**src/rtl/lcd_power_sequencer.sv**
```systemverilog
// lcd_power_sequencer
// Sequences panel VDD, LVDS video enable and the backlight for the LVDS LCD,
// all in the pixel-clock domain. It enforces minimum on/off intervals, aborts
// cleanly when the request drops, and flags a sticky fault if lock is lost while
// the backlight is on. A free-running prescaler and step counter generate the
// backlight PWM. The duty value is latched only at period boundaries.
module lcd_power_sequencer #(
  parameter int T_VDD    = 720000,
  parameter int T_VID    = 14400000,
  parameter int T_BLOFF  = 14400000,
  parameter int T_VIDOFF = 720000,
  parameter int T_OFF    = 36000000,
  parameter int PWM_DIV  = 14
) (
  input  logic       pixel_clk,
  input  logic       rst,
  input  logic       panel_req,
  input  logic       pll_locked,
  input  logic [7:0] brightness,
  output logic       panel_vdd_en,
  output logic       video_en,
  output logic       led_en,
  output logic       led_pwm,
  output logic       panel_ready,
  output logic       fault,
  output logic [2:0] state
);

  localparam logic [2:0] ST_OFF       = 3'd0;
  localparam logic [2:0] ST_VDD_UP    = 3'd1;
  localparam logic [2:0] ST_LINK_UP   = 3'd2;
  localparam logic [2:0] ST_BL_ON     = 3'd3;
  localparam logic [2:0] ST_BL_DOWN   = 3'd4;
  localparam logic [2:0] ST_LINK_DOWN = 3'd5;
  localparam logic [2:0] ST_OFF_WAIT  = 3'd6;

  // A prescaler of a single step still needs a 1-bit register.
  localparam int PW = (PWM_DIV > 1) ? $clog2(PWM_DIV) : 1;
  localparam logic [PW-1:0] PRESC_LAST = PW'(PWM_DIV - 1);

  logic [2:0]    r_state;
  logic [2:0]    w_state_next;
  logic [25:0]   r_cnt;
  logic [25:0]   w_cnt_next;
  logic          r_fault;
  logic          w_fault_next;
  logic          w_cnt_zero;

  logic [PW-1:0] r_presc;
  logic [7:0]    r_pcnt;
  logic [7:0]    r_duty;
  logic          r_led_pwm;

  assign w_cnt_zero = (r_cnt == 26'd0);

  // Load value for the interval counter when a timed state is entered (T-1).
  function automatic logic [25:0] f_load(input logic [2:0] s);
    case (s)
      ST_VDD_UP:    f_load = 26'(T_VDD - 1);
      ST_LINK_UP:   f_load = 26'(T_VID - 1);
      ST_BL_DOWN:   f_load = 26'(T_BLOFF - 1);
      ST_LINK_DOWN: f_load = 26'(T_VIDOFF - 1);
      ST_OFF_WAIT:  f_load = 26'(T_OFF - 1);
      default:      f_load = 26'd0;
    endcase
  endfunction

  // State, interval counter and sticky fault registers.
  always_ff @(posedge pixel_clk or posedge rst) begin
    if (rst) begin
      r_state <= ST_OFF;
      r_cnt   <= 26'd0;
      r_fault <= 1'b0;
    end else begin
      r_state <= w_state_next;
      r_cnt   <= w_cnt_next;
      r_fault <= w_fault_next;
    end
  end

  // Next-state, counter and fault decisions.
  always_comb begin
    w_state_next = r_state;
    w_fault_next = r_fault;
    case (r_state)
      ST_OFF: begin
        if (panel_req) w_state_next = ST_VDD_UP;
      end
      ST_VDD_UP: begin
        // An abort drops VDD on the very next cycle but still honours T_OFF.
        if (!panel_req)      w_state_next = ST_OFF_WAIT;
        else if (w_cnt_zero) w_state_next = ST_LINK_UP;
      end
      ST_LINK_UP: begin
        if (!panel_req)                    w_state_next = ST_LINK_DOWN;
        else if (w_cnt_zero && pll_locked) w_state_next = ST_BL_ON;
      end
      ST_BL_ON: begin
        if (!panel_req || !pll_locked) w_state_next = ST_BL_DOWN;
        if (!pll_locked)               w_fault_next = 1'b1;
      end
      ST_BL_DOWN: begin
        // The request is ignored here: once started, power-down completes.
        if (w_cnt_zero) w_state_next = ST_LINK_DOWN;
      end
      ST_LINK_DOWN: begin
        if (w_cnt_zero) w_state_next = ST_OFF_WAIT;
      end
      ST_OFF_WAIT: begin
        if (w_cnt_zero) w_state_next = ST_OFF;
      end
      default: w_state_next = ST_OFF;
    endcase

    // A fresh power-up attempt clears the previous fault.
    if ((w_state_next == ST_VDD_UP) && (r_state != ST_VDD_UP)) w_fault_next = 1'b0;

    // Load on state entry; hold T_VID at full value while unlocked, so the
    // video-valid interval is measured from the last lock rise.
    if (w_state_next != r_state)
      w_cnt_next = f_load(w_state_next);
    else if ((r_state == ST_LINK_UP) && !pll_locked)
      w_cnt_next = 26'(T_VID - 1);
    else if (!w_cnt_zero)
      w_cnt_next = r_cnt - 26'd1;
    else
      w_cnt_next = r_cnt;
  end

  // Output decode straight from the state register.
  always_comb begin
    panel_vdd_en = 1'b0;
    video_en     = 1'b0;
    led_en       = 1'b0;
    panel_ready  = 1'b0;
    case (r_state)
      ST_VDD_UP: begin
        panel_vdd_en = 1'b1;
      end
      ST_LINK_UP, ST_BL_DOWN: begin
        panel_vdd_en = 1'b1;
        video_en     = 1'b1;
      end
      ST_BL_ON: begin
        panel_vdd_en = 1'b1;
        video_en     = 1'b1;
        led_en       = 1'b1;
        panel_ready  = 1'b1;
      end
      ST_LINK_DOWN: begin
        panel_vdd_en = 1'b1;
      end
      default: ;
    endcase
  end

  // Free-running PWM timebase; duty is latched only at the period start.
  always_ff @(posedge pixel_clk or posedge rst) begin
    if (rst) begin
      r_presc <= '0;
      r_pcnt  <= 8'd0;
      r_duty  <= 8'd0;
    end else begin
      if (r_presc == PRESC_LAST) begin
        r_presc <= '0;
        r_pcnt  <= r_pcnt + 8'd1;
      end else begin
        r_presc <= r_presc + PW'(1);
      end
      if ((r_presc == '0) && (r_pcnt == 8'd0)) r_duty <= brightness;
    end
  end

  // PWM output register, gated by the upcoming led_en so the pin never glows
  // outside the backlight-on state.
  always_ff @(posedge pixel_clk or posedge rst) begin
    if (rst) r_led_pwm <= 1'b0;
    else     r_led_pwm <= (w_state_next == ST_BL_ON) && (r_pcnt < r_duty);
  end

  assign led_pwm = r_led_pwm;
  assign fault   = r_fault;
  assign state   = r_state;

endmodule

```
**config.mk**
```make
export PLATFORM = sky130hd
export DESIGN_NAME = lcd_power_sequencer
export DESIGN_NICKNAME = d
export VERILOG_FILES = /design/src/rtl/lcd_power_sequencer.sv
export SDC_FILE = /design/constraint.sdc
export NUM_CORES = 1
export LEC_CHECK = 0
export CORE_UTILIZATION = 35
export DETAILED_ROUTE_END_ITERATION = 7
export DONT_BUFFER_PORTS = 1
export GPL_TIMING_DRIVEN = 0
export MAX_ROUTING_LAYER = met4
export PLACE_DENSITY_LB_ADDON = 0.08
export SLEW_MARGIN = 10
export SYNTH_ARGS = -nofsm -noshare
export SYNTH_HDL_FRONTEND = slang
export SYNTH_SLANG_ARGS = --single-unit
```
**constraint.sdc**
```tcl
create_clock -name pixel_clk -period 2.9 [get_ports pixel_clk]
set_input_delay 0.435 -clock pixel_clk [delete_from_list [all_inputs] [get_ports pixel_clk]]
set_output_delay 0.435 -clock pixel_clk [all_outputs]
set_load 0.1 [all_outputs]
```
==> results of run 1 <==
sequential cells by signal, indices dropped and copies added (netlist names):
name	cells
fault	1
led_pwm	1
r_cnt	26
r_duty	8
r_pcnt	8
r_presc	4
state	3
worst register-to-register path, cell delays in order (launching register included):
cell and delay (ps):
dfrtp_1 420, nor3_1 560, nand4_4 290, nor2_2 420, o22ai_1 240, clkbuf_1 310
nand4_1 200, nand3_1 80
what timing repair did:
action	4_1_cts	5_1_grt
pin swaps	0	0
setup endpoints to repair	8	16
setup buffers	0	0
resized for setup	13	5
power by group through the flow:
stage | clock [mW] | sequential, mW | combinational, mW
detailed placement | 0 | 0.904 | 0.280
finish | 0.528 | 0.892 | 0.281
global placement | 0 | 0.902 | 0.275
floorplan | 0 | 0.884 | 0.241
CTS | 0.544 | 0.890 | 0.282
global route | 0.571 | 0.906 | 0.322
cells in the mapped netlist, types with 2 or more instances:
library cell   n  share of area (%)
nor2_2         2               0.40
nand2_1       24                2.9
a21o_1         4               0.96
a21oi_1       32                5.1
nand3b_1       3               0.72
o31ai_1        2               0.48
nand3_1        6               0.96
o21ai_0       21                3.4
or3_1          5                1.0
o21ai_1        6               0.96
nor2_1        28                3.4
and2_1         2               0.40
nor4_1         7                1.4
a31oi_1        2               0.40
nand4_1        9                1.8
xor2_1        11                3.1
o21a_1         2               0.48
nor3_1        16                2.6
dfrtp_1       51                 41
nand2b_1       6                1.2
inv_1         17                2.0
nor3b_1        5                1.2
ha_1          10                4.0
xnor2_1       16                4.5
mux2_2         9                3.3
nor2b_1        3               0.60
o22ai_1        2               0.40
or2_2          2               0.40
a211oi_1       2               0.48
clkbuf_1      10                1.2
buf_2          4               0.64
a21boi_0       4               0.96
through the flow:
step                      total power, mW  area [µm²]  std cells  hold WS, ps
final                               1.700        3445        462        16.35
after CTS                           1.717        3433        462        31.29
after global placement              1.178        3268        453        489.1
after global routing                1.799        3445        462        49.41
after detailed placement            1.183        3288        454        378.2
after floorplan                     1.125        3133        345        472.7
how the worst min path moves through the flow:
stage / end / from / slack [ps]
floorplan: r_pcnt[7]$_DFFE_PP0N_ / r_pcnt[7]$_DFFE_PP0N_ / 470
global placement: r_duty[1]$_DFFE_PP0P_ / r_duty[1]$_DFFE_PP0P_ / 490
detailed placement: r_cnt[15]$_DFFE_PP0P_ / rst / 380
CTS: r_cnt[7]$_DFFE_PP0P_ / rst / 30
global route: r_cnt[21]$_DFFE_PP0P_ / rst / 50
finish: r_cnt[15]$_DFFE_PP0P_ / rst / 20
metal layers:
metal / vias to the layer above / part of all wire (%) / GRT usage (%)
met2: 55 / 44 / 26.30
met4: 0 / 1.1 / 4.167
met3: 8 / 3.2 / 3.160
met1: 1207 / 51 / 26.35
met5: - / 0 / -
li1: 1249 / - / -
placed cells by master, fill, tap and decap left out, drive strengths merged, types with 2 or more instances in the layout:
cell    synthesis  final
a211oi          3      3
a21boi          4      4
a21o            4      4
a21oi          32     32
a31oi           2      2
and2            2      2
buf             6      6
clkbuf         10     16
dfrtp          51     51
ha             10     10
inv            17     18
mux2            9      9
nand2          25     25
nand2b          6      6
nand3           6      6
nand3b          3      3
nand4          10     10
nor2           30     30
nor2b           3      3
nor3           16     16
nor3b           5      5
nor4            9      9
o21a            2      2
o21ai          28     28
o22ai           2      2
o31ai           3      3
or2             3      3
or3             6      6
xnor2          16     16
xor2           11     11
layout make-up:
class                   instances  area, µm²
repair buffers                  1      20.02
clock inverters                 3      46.29
fillers                       923       5234
well taps                     108      135.1
multi-input cells             261       1738
clock buffers                   5      68.82
inverters                      17      63.81
plain buffers                  16      85.08
flip-flops and latches         51       1287
cells by family after synthesis:
kind of cell | Yosys count
buf+inv | 33
mux | 9
simple gates | 128
compound gates | 87
xor+xnor | 27
fa+ha+maj | 10
flops | 51
==> impl_results.md, run 1 <==
* Status: finished clean
* Setup CP Type: flip-flop to output pin
* XOR/XNOR Fraction of Synth Area at 7.593%
* Sw Pwr at 504.6 µW
* Setup_tns at 0 ps
* Crit path from: state[2]$_DFF_PP0_
* Clk_lat worst skew at 310 ps
* Actual slew at the worst max-slew pin at 915.4 ps
* Syn_area_per_cell at 9.027 µm²
* Main synth FF type: dfrtp_1
* RSZ-0062 raised after global routing: true
* CTS Sinks at 51
* CP endpoint: panel_vdd_en
* Critical Path Max Stage Delay at 680 ps
* Die Ht at 96.33 µm
* Final Critical Period at 2866 ps
* TritonCTS Buffers at 5
* Hold_buf cts at 0
* X dimension of the die at 96.33 µm
* GPL Wtd Cong at 0.8149
* Worst r2r src: r_cnt[8]$_DFFE_PP0P_
* I/O pin count at 21
* Synth warn at 0
* PortBufs at 0
* Crit-path slowest cell: dfrtp_4
* MaxCap Viol Count at 0
* Layout cells sized above 1 at 14.69%
* Switching Share at 29.69%
* Syn Nets at 367
* DRT antenna net count at 0
* DP Worst Slack at -259.6 ps
* Yosys cell types at 54
* H-tree levels at 2
* Final core occ at 39.69%
* CP bufs+invs at 2
* Ys async rst share at 100.0%
* Yosys reg bits at 51
* Crit Path Max Fanout at 10
* First-pass GRT wire length at 12.32 mm
* Drc violations at 0
* Post-Syn Area at 0.003114 mm²
* Initial DRC count at 93
* Crit-path cells: clkbuf_1, buf_2, nor3_1, a21oi_4
* Final hold vios at 0
* Rel. slew slack at 38.97%
* Die area at 0.009279 mm²
* CP Launch Type: flip-flop
* Simple-gate share of the synthesized area at 22.58%
* Largest family of logic cells by synthesized area: simple AND/OR/NAND/NOR gates
* Mux contribution to synthesized area at 3.254%
* Complex-gate fraction of the synthesized area at 17.32%
* GR Overflow Total at 0
* Gate power share at 16.5%
* Vias at 2,519
* Part of the cycle the worst path needs at 98.83%
* Mapped Cells at 345
* Worst Setup End Kind: output pin
* Nets at 375
* Routed vias/inst at 5.452
* Stages on worst setup path at 4
* Rows at 34
* Clock skew at 3.752 ps
* Wire per inst at 16.42 µm
* Largest net degree at the start of global routing at 33
* Hpwl dp at 5.416 mm
* R2R cell count at 7
* Pint at 1.195 mW
* Pre-Repair DR Iteration Count at 5
* Antenna violations before repair at 0
* CP delay by family, top: buffers and inverters
* Setup violators final at 0
* Sequential power share at 52.5%
* Pwr per Cell Area at 493.5 mW/mm²
* Post-synthesis adder-cell area fraction at 4.018%
* Worst EP required at 2470 ps
* Reg clk slew, reported paths at 100 ps
* Leak at 1.417 nW
* Maximum VDD drop at 0.0002248 V
* Critical path arrival at 2430 ps
* Clk root buf: clkbuf_8
* Final WL at 7.586 mm
* Core box area at 0.008678 mm²
* RR Endpoint: r_cnt[14]$_DFFE_PP0P_
* Total track usage at 18.17%
* Max clock buf depth at 2
* Seq/Total Area, Yosys at 40.98%
* Post-synth EDFFs at 0
* P&R area growth vs syn at 10.61%
* Vias in the first global route at 2,370
* Register-to-Register Setup Slack at 270 ps
* Max frequency at 348.9 MHz
* CTS tree: built
* Tightest Hold Check Type: input pin to asynchronous set/reset pin
* Ant. Diodes at 0
* Max Slew Vio Count at 0
* Setup ws final at 34.00 ps
* Starting density of the core at 35.89%
* Clock Power Share at 31.0%
(Power assumes the default switching activity.)
==> run 2: changes to the inputs <==
Settings changed: ABC_AREA set to 0, PLACE_DENSITY set to 0.48, PLACE_DENSITY_LB_ADDON 0.08 to unset.
==> impl_results.md, run 2 (synthesis results as in run 1) <==
* Layout cells sized above 1 at 14.69% (unchanged)
* MaxCap Viol Count at 0 (unchanged)
* Switching Share at 29.73% (+0.045 points)
* Routed vias/inst at 5.539 (+1.6%)
* Maximum VDD drop at 0.0002050 V (-8.8%)
* Clock Power Share at 31.1% (about the same)
* GPL Wtd Cong at 0.8086 (-0.77%)
* Fin cells at 462 (unchanged)
* CTS tree: built
* Critical path arrival at 2420 ps (about the same)
* Rows at 34 (unchanged)
* First-pass GRT wire length at 12.79 mm (+3.9%)
* Vias at 2,559 (+1.6%)
* Hpwl dp at 5.370 mm (-0.86%)
* Pwr per Cell Area at 493.1 mW/mm² (about the same)
* Rel. slew slack at 38.34% (-0.63 points)
* TritonCTS Buffers at 5 (unchanged)
* CTS Sinks at 51 (unchanged)
* Starting density of the core at 35.89% (unchanged)
* Initial DRC count at 114 (+23%)
* Reg clk slew, reported paths at 100 ps (about the same)
* Max reg flops at 26 (unchanged)
* Overall Power at 1.701 mW (about the same)
* Final hold vios at 0 (unchanged)
* Crit Path Max Fanout at 10 (unchanged)
* Worst r2r src: r_cnt[0]$_DFFE_PP0P_
* Worst EP required at 2470 ps (about the same)
* Actual slew at the worst max-slew pin at 924.8 ps (+9.420 ps)
* Biggest register: r_cnt
* Pre-Repair DR Iteration Count at 4 (-1)
* Vias in the first global route at 2,465 (+4.0%)
* PortBufs at 0 (unchanged)
* Commonest non-fill, non-tap cells in the layout: dfrtp_1, a21oi_1, nor2_1
* Wire per inst at 16.30 µm (-0.74%)
* Largest net degree at the start of global routing at 34 (+3.0%)
* GR Overflow Total at 0 (unchanged)
* Placed Area at 0.003288 mm² (unchanged)
* Final Critical Period at 2859 ps (-7.366 ps)
* Worst Setup End Kind: output pin
* Drc violations at 0 (unchanged)
* Fin area at 0.003450 mm² (+0.15%)
* Sequential power share at 52.4% (about the same)
* Crit path from: state[2]$_DFF_PP0_
* Final core occ at 39.75% (+0.058 points)
* Clock skew at 10.15 ps (+6.397 ps)
* Final WL at 7.530 mm (-0.74%)
* Status: finished clean
* Register-to-Register Setup Slack at 270 ps (about the same)
* Largest regs: r_cnt: 26 flops, r_duty: 8 flops, r_pcnt: 8 flops
* Ant. Diodes at 0 (unchanged)
* DRT antenna net count at 0 (unchanged)
* Sw Pwr at 505.7 µW (+0.21%)
* Max Slew Vio Count at 0 (unchanged)
* Nets at 375 (unchanged)
* Part of the cycle the worst path needs at 98.57% (-0.25 points)
* Hold WS at 6.424 ps (-9.928 ps)
* Max clock buf depth at 2 (unchanged)
* Commonest non-fill, non-tap cell in the layout: dfrtp_1
* Hold_buf cts at 0 (unchanged)
* Pint at 1.195 mW (about the same)
* Die Ht at 96.33 µm (unchanged)
* Clk root buf: clkbuf_8
* CP Launch Type: flip-flop
* Antenna violations before repair at 0 (unchanged)
* Leak at 1.417 nW (about the same)
* H-tree levels at 2 (unchanged)
* # Post-CTS Setup Buffers at 0 (unchanged)
* Clk_lat worst skew at 310 ps (about the same)
* P&R area growth vs syn at 10.77%
* X dimension of the die at 96.33 µm (unchanged)
* Setup CP Type: flip-flop to output pin
* RSZ-0062 raised after global routing: true
* Tightest Hold Check Type: input pin to asynchronous set/reset pin
* I/O pin count at 21 (unchanged)
* Total track usage at 18.68% (+0.51 points)
* Setup violators final at 0 (unchanged)
* Post_cts resized at 13 (unchanged)
* Core box area at 0.008678 mm² (unchanged)
* Die area at 0.009279 mm² (unchanged)
* Gate power share at 16.5% (about the same)
* Inst Count DP at 454 (unchanged)
* Max frequency at 349.8 MHz (+0.26%)
-- run 2: cell types whose count changed in the layout (fill, tap and decap cells not counted) --
cell	previous run	this run
buf_2	4	6
clkbuf_2	4	2
nor2_2	2	1
nor2_4	0	1
-- run 2: path summary, 6_finish.rpt --
kind                                               to  cells past startpoint
worst min register to register  r_duty[3]$_DFFE_PP0P_                      1
min in group pixel_clk          r_duty[5]$_DFFE_PP0P_                      1
max in group asynchronous          state[1]$_DFF_PP0_                      2
worst max-delay path                     panel_vdd_en                      4
worst max register to register  r_cnt[18]$_DFFE_PP0P_                      9
worst min-delay path            r_cnt[13]$_DFFE_PP0P_                      1
-- run 2: cell type report --
cell class	instances	area [µm²]
plain buffers	16	85.08
flip-flops and latches	51	1287
clock buffers	5	68.82
repair buffers	1	20.02
well taps	108	135.1
multi-input cells	261	1743
inverters	17	63.81
clock inverters	3	46.29
fillers	921	5229
-- run 2: metal layers --
| layer | GRT usage, % | up-vias | wire (µm) |
|---|---|---|---|
| met5 | - | - | 0 |
| met4 | 4.412 | 0 | 95 |
| met3 | 3.160 | 10 | 333 |
| met2 | 27.19 | 54 | 3356 |
| li1 | - | 1243 | - |
| met1 | 26.97 | 1252 | 3743 |
-- run 2: worst max-delay path, cell delays in order, from the launching register on --
cell and delay, ps:
dfrtp_4 680, clkbuf_1 440, buf_2 330, nor3_1 110
a21oi_4 560
-- run 2: power by group through the flow --
stage | logic, mW | clock network (mW) | registers (mW)
global route | 0.326 | 0.575 | 0.907
CTS | 0.280 | 0.550 | 0.892
detailed placement | 0.278 | 0 | 0.904
finish | 0.281 | 0.528 | 0.892
global placement | 0.273 | 0 | 0.905
floorplan | 0.241 | 0 | 0.884
-- run 2: per-stage QoR --
step | setup WS [ps] | TNS [ps]
6_report | 41.37 | 0
5_1_grt | -50.96 | -50.96
4_1_cts | 12.04 | 0
3_5_place_dp | -255.9 | -532.9
3_3_place_gp | -274.0 | -584.5
2_1_floorplan | 88.40 | 0
